### config.mk
export PLATFORM = sky130hd
export DESIGN_NAME = spi_peripheral_flat
export DESIGN_NICKNAME = d
export VERILOG_FILES = /design/src/rtl/spi_peripheral_pkg.sv /design/src/rtl/spi_peripheral_if.sv /design/src/rtl/spi_peripheral_sync_edge_det.sv /design/src/rtl/spi_peripheral.sv /design/src/flat_wrapper.sv
export SDC_FILE = /design/constraint.sdc
export NUM_CORES = 1
export LEC_CHECK = 0
export CAP_MARGIN = 20
export CORE_UTILIZATION = 45
export CTS_CLUSTER_DIAMETER = 80
export DETAILED_ROUTE_END_ITERATION = 16
export PLACE_DENSITY = 0.69
export SLEW_MARGIN = 0
export SYNTH_ARGS = -nofsm -noshare
export SYNTH_HDL_FRONTEND = slang
export SYNTH_HIERARCHICAL = 1
export SYNTH_SLANG_ARGS = --single-unit
### constraint.sdc
create_clock -name clk -period 4.3 [get_ports clk]
set_input_delay 0.645 -clock clk [delete_from_list [all_inputs] [get_ports clk]]
set_output_delay 0.645 -clock clk [all_outputs]
set_load 0.005 [all_outputs]
### src/rtl/spi_peripheral_pkg.sv
// Shared constants, state type and frame-validity helper for the SPI register-write target.
package uwasic_spi_pkg;

    localparam logic [6:0] ADDR_EN_OUT_LO = 7'h00;
    localparam logic [6:0] ADDR_EN_OUT_HI = 7'h01;
    localparam logic [6:0] ADDR_EN_PWM_LO = 7'h02;
    localparam logic [6:0] ADDR_EN_PWM_HI = 7'h03;
    localparam logic [6:0] ADDR_DUTY      = 7'h04;

    localparam int FRAME_BITS = 16;
    // One past a full frame: any count that reaches this value marks an overlength frame.
    localparam logic [4:0] CNT_SAT = 5'(FRAME_BITS + 1);

    typedef enum logic [1:0] {
        IDLE   = 2'd0,
        SHIFT  = 2'd1,
        COMMIT = 2'd2
    } state_t;

    function automatic logic frame_is_write(input logic [4:0] cnt,
                                            input logic [15:0] frame,
                                            input logic [6:0] max_addr);
        return (cnt == 5'(FRAME_BITS)) && frame[15] && (frame[14:8] <= max_addr);
    endfunction

endpackage

### src/rtl/spi_peripheral_if.sv
// SPI pin bundle: the controller drives all three lines, this block only listens.
interface spi_peripheral_if;
    logic sclk;
    logic copi;
    logic ncs;

    modport master (output sclk, output copi, output ncs);
    modport slave  (input sclk, input copi, input ncs);
endinterface

### src/rtl/spi_peripheral_sync_edge_det.sv
// Synchronizer chain plus history flop for one asynchronous pin, with rise/fall strobes.
module sync_edge_det #(
    parameter int   SYNC_STAGES = 2,
    parameter logic RESET_VAL   = 1'b0
) (
    input  logic clk,
    input  logic rst_n,
    input  logic d,
    output logic level,
    output logic rise,
    output logic fall
);

    logic [SYNC_STAGES-1:0] chain_q;
    logic                   hist_q;

    // NOTE: non-blocking assignments here keep every flop sampling the pre-edge value.
    always_ff @(posedge clk) begin
        if (!rst_n) begin
            chain_q <= {SYNC_STAGES{RESET_VAL}};
            hist_q  <= RESET_VAL;
        end else begin
            chain_q <= {chain_q[SYNC_STAGES-2:0], d};
            hist_q  <= chain_q[SYNC_STAGES-1];
        end
    end

    assign level = chain_q[SYNC_STAGES-1];
    assign rise  = level & ~hist_q;
    assign fall  = ~level & hist_q;

endmodule

### src/rtl/spi_peripheral.sv
// SPI mode 0 write-only target: collects 16-bit frames and updates five PWM configuration registers.
module spi_peripheral
    import uwasic_spi_pkg::*;
#(
    parameter int         SYNC_STAGES = 2,
    parameter logic [6:0] MAX_ADDR    = 7'h04
) (
    input  logic                   clk,
    input  logic                   rst_n,
    spi_peripheral_if.slave        spi,
    output logic [7:0]             en_reg_out_7_0,
    output logic [7:0]             en_reg_out_15_8,
    output logic [7:0]             en_reg_pwm_7_0,
    output logic [7:0]             en_reg_pwm_15_8,
    output logic [7:0]             pwm_duty_cycle
);

    logic sclk_rise, unused_sclk_level, unused_sclk_fall;
    logic ncs_level, ncs_rise, ncs_fall;
    logic copi_level, unused_copi_rise, unused_copi_fall;

    sync_edge_det #(.SYNC_STAGES(SYNC_STAGES), .RESET_VAL(1'b0)) u_sclk_sync (
        .clk(clk), .rst_n(rst_n), .d(spi.sclk),
        .level(unused_sclk_level), .rise(sclk_rise), .fall(unused_sclk_fall)
    );

    // Chip select resets high so releasing reset never fakes a frame start on an idle bus.
    sync_edge_det #(.SYNC_STAGES(SYNC_STAGES), .RESET_VAL(1'b1)) u_ncs_sync (
        .clk(clk), .rst_n(rst_n), .d(spi.ncs),
        .level(ncs_level), .rise(ncs_rise), .fall(ncs_fall)
    );

    sync_edge_det #(.SYNC_STAGES(SYNC_STAGES), .RESET_VAL(1'b0)) u_copi_sync (
        .clk(clk), .rst_n(rst_n), .d(spi.copi),
        .level(copi_level), .rise(unused_copi_rise), .fall(unused_copi_fall)
    );

    state_t      state;
    logic [4:0]  bit_cnt;
    logic [15:0] shift_q;
    logic        commit;

    always_ff @(posedge clk) begin
        if (!rst_n) begin
            state   <= IDLE;
            bit_cnt <= '0;
            shift_q <= '0;
        end else begin
            case (state)
                IDLE: begin
                    if (ncs_fall) begin
                        state   <= SHIFT;
                        bit_cnt <= '0;
                        shift_q <= '0;
                    end
                end
                SHIFT: begin
                    if (ncs_rise) begin
                        state <= COMMIT;
                    end else if (sclk_rise && !ncs_level) begin
                        shift_q <= {shift_q[14:0], copi_level};
                        if (bit_cnt != CNT_SAT) bit_cnt <= bit_cnt + 5'd1;
                    end
                end
                COMMIT: begin
                    // A new frame may already be starting while this one commits.
                    if (ncs_fall) begin
                        state   <= SHIFT;
                        bit_cnt <= '0;
                        shift_q <= '0;
                    end else begin
                        state <= IDLE;
                    end
                end
                default: state <= IDLE;
            endcase
        end
    end

    assign commit = (state == COMMIT) && frame_is_write(bit_cnt, shift_q, MAX_ADDR);

    // NOTE: these are discrete flops, not a memory array, so they take the reset like any other state.
    always_ff @(posedge clk) begin
        if (!rst_n) begin
            en_reg_out_7_0  <= 8'h00;
            en_reg_out_15_8 <= 8'h00;
            en_reg_pwm_7_0  <= 8'h00;
            en_reg_pwm_15_8 <= 8'h00;
            pwm_duty_cycle  <= 8'h00;
        end else if (commit) begin
            case (shift_q[14:8])
                ADDR_EN_OUT_LO: en_reg_out_7_0  <= shift_q[7:0];
                ADDR_EN_OUT_HI: en_reg_out_15_8 <= shift_q[7:0];
                ADDR_EN_PWM_LO: en_reg_pwm_7_0  <= shift_q[7:0];
                ADDR_EN_PWM_HI: en_reg_pwm_15_8 <= shift_q[7:0];
                ADDR_DUTY:      pwm_duty_cycle  <= shift_q[7:0];
                default: ;
            endcase
        end
    end

endmodule

### src/flat_wrapper.sv
// flat-port wrapper written by rule: the top's interface ports become plain ports
module spi_peripheral_flat import uwasic_spi_pkg::*;
#(
    parameter int         SYNC_STAGES = 2,
    parameter logic [6:0] MAX_ADDR    = 7'h04
)
  (clk, rst_n, en_reg_out_7_0, en_reg_out_15_8, en_reg_pwm_7_0, en_reg_pwm_15_8, pwm_duty_cycle, spi_sclk, spi_copi, spi_ncs);
  spi_peripheral_if spi_i ();
  input  logic clk;
  input  logic rst_n;
  output logic [7:0] en_reg_out_7_0;
  output logic [7:0] en_reg_out_15_8;
  output logic [7:0] en_reg_pwm_7_0;
  output logic [7:0] en_reg_pwm_15_8;
  output logic [7:0] pwm_duty_cycle;
  input wire logic [$bits(spi_i.sclk)-1:0] spi_sclk;
  input wire logic [$bits(spi_i.copi)-1:0] spi_copi;
  input wire logic [$bits(spi_i.ncs)-1:0] spi_ncs;
  assign spi_i.sclk = spi_sclk;
  assign spi_i.copi = spi_copi;
  assign spi_i.ncs = spi_ncs;
  spi_peripheral #(.SYNC_STAGES(SYNC_STAGES), .MAX_ADDR(MAX_ADDR)) u_core (.clk(clk), .rst_n(rst_n), .spi(spi_i), .en_reg_out_7_0(en_reg_out_7_0), .en_reg_out_15_8(en_reg_out_15_8), .en_reg_pwm_7_0(en_reg_pwm_7_0), .en_reg_pwm_15_8(en_reg_pwm_15_8), .pwm_duty_cycle(pwm_duty_cycle));
endmodule
==> results.toml <==
[die]
die_h_um = 79.8
rows = 27
start_util_pct = 48.0
die_w_um = 79.8
ioPinCount = 45
die_area_sq_um = 6370
coreArea_sq_um = 5680

[critical_path]
cpPeakStageDelay_ns = 0.87
path_delay_family = "buffers and inverters"
setup.worst_path.end_class = "flop"
worst-r2r-cell-count = 4
arrival_ns = 2.31
worstSetupStartpoint = "rst_n"
worstPathRequired_ns = 4.55
cp-start-kind = "input port"
r2r-end = "u_core/bit_cnt[4]"
crit_chain = "clkdlybuf4s50_1 > nand2_1 > or4_1 > o21ai_0"
critical_path.max_fanout = 21
critPathKind = "input port to flop"
r2r_start = "u_core/state[0]"
path_buf_inv = 1
r2r_setup_slack_ns = 2.38
critPathSlowestCell = "clkdlybuf4s50_1"

[timing]
fin_crit_sh_pct = 47.9
fin_crit_ns = 2.06
slew_headroom_pct = 52.6
hold_viol = 0
fmax_ghz = 0.485
setup_viol = 0
clock_skew_ns = 0.00898
rsz0062_at_grt = "no"
setup_tns_ns = 0
tightest_slew_ns = 0.710
report.final.slew_viol_count = 0

[clock_tree]
cts_htree_levels = 3
cts_setup_buffers = 0
clk_pin_slew_ns = 0.07
numCtsBuffers = 9
clock_latency_ns = 0.33
cts-resized-gates = 0
ctsHoldBuffers = 0
clock_path_buffers = 2
root_buffer = "clkbuf_8"
clock_sinks = 71
cts_tree = "yes"

[finish]
drive_gt1_share_pct = 7.48
multi_input_area_sq_um = 1240
fin_nets = 325
diodes = 0
layout-area-overhead-vs-synth_pct = 24.5
final_common_cell = "dfxtp_1"
final_cell_mix = "dfxtp_1, clkdlybuf4s50_1, nor2_1"
regArea_sq_um = 1420
fin_cells = 393
fillers = 523

[detailed_routing]
ant_nets = 0
drtPass1Iterations = 4
drtIter0Drc = 142
drc = 0
avgRoutedWirePerCell_um = 13.8
drt-vias-per-instance = 5.12
dr_total_vias = 2013
wl_um = 5410

[grt]
grt_pass1_wl_um = 8910
overflow = 0
grt_start_max_net_pins = 53
grt_pass1_vias = 1833
grt_usage_pct = 18.6
antenna_found_initial = 0

[hold_path]
hp-class = "flop to flop"
min-delay-start = "u_core/u_ncs_sync/chain_q[0]"
holdPathEnd = "u_core/u_ncs_sync/chain_q[1]"
hold_depth = 1

[placement]
dpl.hpwl_um = 3430
port_buffers = 44
dp_cells = 378
place.gp.congestion = 0.740

[power]
ir_drop_uv = 190
powerDensity_nw_per_um2 = 349
p_leak_nw = 1.50

[synthesis]
syn_nets = 281
avgSynthCellArea_sq_um = 9.98
synth_warnings = 6
synth.cell_area_sq_um = 2720
syn-instance-count = 273

[status]
status = "finished, final reports clean"

[flow_run]
cap_viol_max_count = 0
==> cell type report <==
class,instances,area share (%)
Clock buffer,11,3.87
Timing Repair Buffer,45,13.2
Sequential cell,71,41.9
Multi-Input combinational cell,186,36.5
Inverter,4,0.443
Clock inverter,4,1.40
Tap cell,72,2.66
==> registers in the layout, summed over array words and instances (netlist names) <==
| register | cells |
|---|---|
| u_core/u_copi_sync/chain_q | 2 |
| u_core/en_reg_pwm_15_8 | 8 |
| u_core/en_reg_out_15_8 | 8 |
| u_core/en_reg_out_7_0 | 8 |
| u_core/pwm_duty_cycle | 8 |
| u_core/bit_cnt | 5 |
| u_core/u_sclk_sync/chain_q | 2 |
| u_core/u_ncs_sync/chain_q | 2 |
| u_core/shift_q | 16 |
| u_core/u_sclk_sync/hist_q | 1 |
| u_core/en_reg_pwm_7_0 | 8 |
| u_core/u_ncs_sync/hist_q | 1 |
| u_core/state | 2 |
==> worst max-delay path by stage <==
stage	to	slack, ns	cells past startpoint
2_1_floorplan	u_core/en_reg_out_15_8[0]	2.65	7
3_3_place_gp	u_core/bit_cnt[4]	1.95	4
3_5_place_dp	u_core/bit_cnt[4]	1.87	4
4_1_cts	u_core/bit_cnt[4]	2.23	4
5_1_grt	u_core/bit_cnt[4]	2.08	4
6_report	u_core/bit_cnt[4]	2.24	4
==> power by group <==
part	leakage [nW]	internal, mW	total (mW)	switching [mW]
clock	0.0892	0.263	0.496	0.233
sequential	0.573	0.661	0.663	0.00183
combinational	0.840	0.00853	0.0236	0.0150
total	1.50	0.933	1.18	0.249
==> per-stage QoR <==
| step | hold slack, ns | utilization (%) | worst slack, ns | instance area [sq um] | power, mW |
|---|---|---|---|---|---|
| 2_1_floorplan | 0.386 | - | 2.65 | 2720 | 0.693 |
| 3_3_place_gp | 0.393 | 56.6 | 1.95 | 3210 | 0.701 |
| 3_5_place_dp | 0.396 | 56.6 | 1.87 | 3210 | 0.701 |
| 4_1_cts | 0.415 | 59.8 | 2.23 | 3390 | 1.19 |
| 5_1_grt | 0.439 | 59.8 | 2.08 | 3390 | 1.23 |
| 6_report | 0.412 | 59.8 | 2.24 | 3390 | 1.18 |
==> layer usage <==
metal | vias to the layer above | global-route usage (%) | wire length [um]
met2 | 44 | 26.8 | 2350
met5 | - | 0 | 0
li1 | 1024 | - | -
met3 | 4 | 4.23 | 190
met4 | 0 | 9.64 | 57
met1 | 941 | 25.7 | 2810
Note: power is estimated with default switching activity, not from simulation.
